$ cat src/rtl/msk_round_sequencer.sv
// msk_round_sequencer
//   Control FSM for an iterative masked datapath: an MSKregEn state register,
//   a masked round function of fixed LATENCY and an MSKmux picking either the
//   fresh input shares or the round-function output. Only public control is
//   driven here; the shares never pass through this block.
//
//   Parameters
//     NROUNDS  rounds per job (>=1)
//     LATENCY  cycles from state-register output to valid round output (>=1)
//
//   Ports
//     clk_i          clock, all state on the rising edge
//     rst_ni         asynchronous active-low reset
//     in_valid_i     input shares valid at the datapath input
//     in_ready_o     job accepted on in_valid_i & in_ready_o
//     out_valid_o    state register holds the final result
//     out_ready_i    result consumed on out_valid_o & out_ready_i
//     rnd_valid_i    fresh randomness available      (MSKSEQ_RND_HS_EN only)
//     rnd_ready_o    randomness consumed this cycle   (MSKSEQ_RND_HS_EN only)
//     st_en_o        state-register enable (combinational)
//     st_load_o      mux select, 1 = input shares, 0 = round output
//     round_o        current round index, 0..NROUNDS-1 (registered)
//     last_round_o   round_o == NROUNDS-1 while in START/WAIT
//
//   Build option
//     MSKSEQ_RND_HS_EN  when defined, adds the randomness handshake and START
//                       stalls until rnd_valid_i. When undefined, randomness is
//                       treated as always available and START lasts one cycle.
//
//   state | meaning
//   IDLE  | waiting for a job, in_ready_o=1
//   START | round launched, waiting for randomness
//   WAIT  | round function in flight, lat_cnt counting down
//   DONE  | result held in state register until consumed
module msk_round_sequencer #(
    parameter int NROUNDS = 10,
    parameter int LATENCY = 2,
    localparam int RW = (NROUNDS > 1) ? $clog2(NROUNDS) : 1
) (
    input  logic          clk_i,
    input  logic          rst_ni,
    input  logic          in_valid_i,
    output logic          in_ready_o,
    output logic          out_valid_o,
    input  logic          out_ready_i,
`ifdef MSKSEQ_RND_HS_EN
    input  logic          rnd_valid_i,
    output logic          rnd_ready_o,
`endif
    output logic          st_en_o,
    output logic          st_load_o,
    output logic [RW-1:0] round_o,
    output logic          last_round_o
);

    localparam int LW = (LATENCY > 1) ? $clog2(LATENCY) : 1;
    localparam logic [RW-1:0] ROUND_LAST = RW'(NROUNDS - 1);
    localparam logic [LW-1:0] LAT_INIT   = LW'(LATENCY - 1);

    typedef enum logic [1:0] {
        IDLE  = 2'd0,
        START = 2'd1,
        WAIT  = 2'd2,
        DONE  = 2'd3
    } state_t;

    state_t        state_q, state_d;
    logic [RW-1:0] round_q, round_d;
    logic [LW-1:0] lat_cnt_q, lat_cnt_d;
    logic          rnd_ok;

`ifdef MSKSEQ_RND_HS_EN
    assign rnd_ok      = rnd_valid_i;
    assign rnd_ready_o = (state_q == START);
`else
    assign rnd_ok = 1'b1;
`endif

    always_ff @(posedge clk_i or negedge rst_ni) begin
        if (!rst_ni) begin
            state_q   <= IDLE;
            round_q   <= '0;
            lat_cnt_q <= '0;
        end else begin
            state_q   <= state_d;
            round_q   <= round_d;
            lat_cnt_q <= lat_cnt_d;
        end
    end

    always_comb begin
        state_d     = state_q;
        round_d     = round_q;
        lat_cnt_d   = lat_cnt_q;
        in_ready_o  = 1'b0;
        out_valid_o = 1'b0;
        st_en_o     = 1'b0;
        st_load_o   = 1'b0;
        unique case (state_q)
            IDLE: begin
                in_ready_o = 1'b1;
                if (in_valid_i) begin
                    st_en_o   = 1'b1;
                    st_load_o = 1'b1;
                    round_d   = '0;
                    state_d   = START;
                end
            end
            START: begin
                if (rnd_ok) begin
                    lat_cnt_d = LAT_INIT;
                    state_d   = WAIT;
                end
            end
            WAIT: begin
                if (lat_cnt_q != '0) begin
                    lat_cnt_d = lat_cnt_q - 1'b1;
                end else begin
                    st_en_o = 1'b1;
                    if (round_q == ROUND_LAST) begin
                        state_d = DONE;
                    end else begin
                        round_d = round_q + 1'b1;
                        state_d = START;
                    end
                end
            end
            DONE: begin
                out_valid_o = 1'b1;
                in_ready_o  = out_ready_i;
                if (out_ready_i) begin
                    if (in_valid_i) begin
                        // Result is sampled by the consumer before this edge,
                        // so the next job can overwrite the state register now.
                        st_en_o   = 1'b1;
                        st_load_o = 1'b1;
                        round_d   = '0;
                        state_d   = START;
                    end else begin
                        state_d = IDLE;
                    end
                end
            end
            default: state_d = IDLE;
        endcase
    end

    assign round_o      = round_q;
    assign last_round_o = ((state_q == START) || (state_q == WAIT)) && (round_q == ROUND_LAST);

endmodule

$ cat config.mk
export PLATFORM = sky130hd
export DESIGN_NAME = msk_round_sequencer
export DESIGN_NICKNAME = d
export VERILOG_FILES = /design/src/rtl/msk_round_sequencer.sv
export SDC_FILE = /design/constraint.sdc
export NUM_CORES = 1
export LEC_CHECK = 0
export CELL_PAD_IN_SITES_DETAIL_PLACEMENT = 0
export CELL_PAD_IN_SITES_GLOBAL_PLACEMENT = 2
export CORE_UTILIZATION = 30
export CTS_CLUSTER_SIZE = 10
export DETAILED_ROUTE_END_ITERATION = 12
export HOLD_SLACK_MARGIN = 0.02
export PLACE_DENSITY_LB_ADDON = 0.1
export SLEW_MARGIN = 20
export SYNTH_ARGS = -nofsm -noshare
export SYNTH_HDL_FRONTEND = slang
export SYNTH_SLANG_ARGS = --single-unit
$ cat constraint.sdc
create_clock -name clk_i -period 1.71 [get_ports clk_i]
set_input_delay 0.513 -clock clk_i [delete_from_list [all_inputs] [get_ports clk_i]]
set_output_delay 0.513 -clock clk_i [all_outputs]
set_load 0.02 [all_outputs]
; Word-level counts from Yosys, hierarchy flattened
; Index checks and enable logic that the tools add are counted.
[word_totals]
ff_bits = 7
inputBits = 4
out_inout_bits = 9
wordCells = 40
[classes]
addsub = 2
n_eq_ne = 8
n_mux = 20
reduce_logical = 7
[ops]
columns = op, n
row1 = $mux W4, 4
row2 = $pmux W4 S3, 1
row3 = $mux W2, 4
row4 = $ne A2 B2 Y1 const B, 4
row5 = $pmux W2 S4, 1
row6 = $mux W1, 6
row7 = $pmux W1 S2, 3
row8 = $add A4 B1 Y4 const B, 1
row9 = $eq A2 B2 Y1 const B, 2
row10 = $eq A4 B4 Y1 const B, 1
row11 = $reduce_and A4 Y1, 1
row12 = $pmux W1 S3, 1
row13 = $reduce_and A3 Y1, 1
row14 = $reduce_bool A3 Y1, 1
row15 = $eq A2 B1 Y1 const B, 1
row16 = $logic_not A2 Y1, 1
row17 = $reduce_bool A2 Y1, 1
row18 = $logic_and A1 B1 Y1, 1
row19 = $logic_or A1 B1 Y1, 1
row20 = $sub A1 B1 Y1 const B, 1

; Depth between registers and ports, before layout
[logic_depth]
depth_word = 4
depth_mapped = 6
ltp_nobuf = 5

; Worst setup path before layout
; OpenSTA, ideal clock, no wires.
[synth_timing]
path_type = reg2out
start = reg state_q[1]
end = out st_en_o
t_arrival_ns = 1.372
required_ns = 1.197
setup_slack_ns = -0.175
path_stages_with_launch = 5
path_buffers = 0
cell_sequence = dfrtp_1 ha_1 a21oi_1 o2bb2ai_1 nor2b_1
[synth_between]
elab_chain_cells = 2
elab_cells_between_ends = 4
cone_classes = 2 x eq/ne / 1 x mux / 1 x reduce/logical
[synth_lines]
columns = item, line
row1 = from (decl), 67  ; state_t state_q, state_d;
row2 = from (signal assigned), 85  ; state_q <= state_d;
row3 = $eq A2 B2 Y1 / $logic_not A2 Y1 (equally long branches), 99  ; unique case (state_q)
row4 = $pmux W1 S3 (*), 99
row5 = to (decl), 50  ; output logic st_en_o,
; Every way passes the cells marked *; elsewhere a longest branch is shown, timed or not.

; Worst setup path in the final report
; Same ends and word-level chain as after synthesis.

==> results.toml <==
[worst_hold_path]
hp-class = "primary input to asynchronous set/reset pin"

[final_layout]
diodes = 0
drive_above_1_share_pct = 54.08
area_growth_pct = 84.99
final_common_cell = "buf_4"
nets = 111
postLayoutCoreUtil_pct = 61.40
design_area_um2 = 1095
layout_common_cells = "19 x buf_4, 11 x buf_6, 7 x dfrtp_1"

[synthesis]
ys_seq_area_share_pct = 29.60
ys_ff_latch = 7
yosysWarnings = 0
synth_top_area_share_pct = 29.60
synth_cell_type_count = 29
yosys-top-cells-area = "dfrtp_1 30%, ha_1 17%, nand4_4 3.6%"
yosys.area.top_type = "dfrtp_1"
synth_area_per_cell_um2 = 10.20
syn_nets = 70
postSynthCellCount = 58
syn_area_um2 = 591.8

[power]
p_clk_share_pct = 7.1
p_leak_nw = 0.5063
combPwrFrac_pct = 79.4
powerDensity_nw_per_um2 = 1892
intPower_mw = 1.227
vdd_drop_max_v = 0.0009538
p_sw_share_pct = 40.79
p_sw_uw = 844.9
pwr-share-seq_pct = 13.5

[outcome]
violations = "negative setup slack"
status = "finished with violations"

[placement]
dp_hpwl_um = 1178
place_congestion = 0.7158
placement.io_buffers = 12
dp_slack_ns = -0.7996
placed_area_um2 = 912.1

[drt]
ant_nets = 0
num_vias = 588
wirelength_um = 1491
vias_per_cell = 4.780
drc_errors = 0
wire_per_inst_um = 12.12
first_iter_violations = 3
first_pass_iters = 4

[timing]
period_share_pct = 110.8
final_max_slew_viol_count = 0
fin_crit_ns = 1.894
hold_viol_final = 0
worst_slack_ns = -0.1843
relSlewSlack_pct = 76.78
grt_setup_unrepaired = "true"
skew_ns = 0.001542
hold_ws_ns = 0.5354
fmax_mhz = 527.9
tightest_slew_ns = 0.3472
final-setup-viol-count = 6

[grt]
grt_pass1_vias = 530
overflow = 0
grt_pass1_wl_um = 2318
grt_start_max_net_pins = 10
antenna_found_initial = 0
grt_use_total_pct = 15.77

[worst_setup_path]
critical_path.max_fanout = 3
reg2reg_depth = 7
worstPathArrival_ns = 1.38
cp.required_ns = 1.20
regToRegSetupSlack_ns = -0.02
rr_endpoint = "round_o[0]"
timing_worst_setup_path_type = "flop to primary output"
critPathCaptureType = "primary output"
critPathLaunchType = "flop"
reg2reg_from = "state_q[0]"

[floorplan]
die_w_um = 46.42
rows = 15
ioPinCount = 13
core_um2 = 1783
dieArea_um2 = 2154
initial_core_util_pct = 33.19
die-height_um = 46.42

[cts]
cts_max_path_buffers = 2
cts_inserted_buffers = 3
worstSkewPairLatency_ns = 0.25
holdBufCountCts = 0
root_buffer = "clkbuf_4"
tritoncts = "built"
cts.sinks = 7
clk_pin_slew_ns = 0.05
htree_num_levels = 1

[run]
cap_viol_max_count = 0
==> stage by stage <==
step                      power (mW)  setup TNS (ns)  cells
after floorplan               0.9941               0     58
after global placement         1.569          -3.489    116
after detailed placement       1.576          -3.771    116
after CTS                      1.933         -0.9475    121
after global routing           2.209          -1.044    123
final                          2.072         -0.7091    123
==> critical path, cell delays in order, from the launching register on <==
cell and delay [ns]:
dfrtp_1 0.41, buf_6 0.13, ha_4 0.15, a21oi_4 0.12, o2bb2ai_1 0.07, nor2b_4 0.12, buf_6 0.12
==> synth_stat cells <==
| master | number |
|---|---|
| nor3_1 | 1 |
| nand3_1 | 3 |
| or2b_1 | 1 |
| o21ba_4 | 1 |
| and2_1 | 1 |
| ha_1 | 8 |
| mux2i_1 | 2 |
| o2bb2ai_1 | 1 |
| nand4_4 | 1 |
| a41oi_1 | 2 |
| nor2_1 | 1 |
| nor2b_2 | 2 |
| o31ai_1 | 2 |
| inv_1 | 5 |
| nand4b_1 | 1 |
| nand2_1 | 2 |
| and4b_1 | 1 |
| and3_1 | 1 |
| a31oi_1 | 2 |
| nand2b_1 | 3 |
| o21bai_1 | 1 |
| mux2_4 | 1 |
| o41ai_1 | 1 |
| buf_6 | 1 |
| o311ai_1 | 1 |
| nor2b_1 | 2 |
| a21oi_1 | 2 |
| dfrtp_1 | 7 |
| or2_1 | 1 |
==> cell families after synthesis <==
kind of cell               share of synthesized area (%)
AOI/OAI and AO/OA                                  17.76
adders and majority gates                          16.91
buffers and inverters                              5.074
DFF                                                29.60
muxes                                              5.919
and+or+nand+nor                                    24.74
==> power groups by stage <==
stage / logic [mW] / registers [mW] / clock network (mW)
floorplan: 0.650 / 0.344 / 0
global placement: 1.30 / 0.271 / 0
detailed placement: 1.30 / 0.273 / 0
CTS: 1.50 / 0.277 / 0.153
global route: 1.75 / 0.285 / 0.170
finish: 1.65 / 0.279 / 0.147
==> repair_timing <==
action	4_1_cts	5_1_grt
resized for setup	52	10
pin swaps	3	4
setup buffers	1	2
setup endpoints to repair	11	9
endpoints found under the hold margin	0	0
==> state kept, by name (all words and copies together), names as in the netlist <==
| name | cells |
|---|---|
| round_o | 4 |
| state_q | 2 |
| lat_cnt_q | 1 |
==> routing by layer <==
metal  vias to the layer above  track usage [%]  part of all wire, %
li1                        293                -                    -
met3                         2            7.059                  3.4
met4                         0            3.529                 0.67
met1                       283            20.57                   49
met5                         -                0                    0
met2                        10            23.61                   47
==> layout make-up <==
class | count | area (um2)
well taps | 25 | 31.28
repair buffers | 37 | 329.1
clock buffers | 4 | 26.28
flip-flops and latches | 7 | 175.2
multi-input cells | 45 | 514.2
fillers | 163 | 688.2
inverters | 5 | 18.77
==> worst max path at each step <==
stage                      startpoint         to  slack [ns]  depth (start not counted)
after floorplan            state_q[0]  st_load_o       0.008                          3
after global placement    out_ready_i    st_en_o       -0.74                          5
after detailed placement  out_ready_i    st_en_o       -0.80                          5
after CTS                  state_q[1]  st_load_o       -0.22                          6
after global routing       state_q[1]    st_en_o       -0.24                          6
final                      state_q[1]    st_en_o       -0.18                          6
Note: power is estimated with default switching activity, not from simulation.
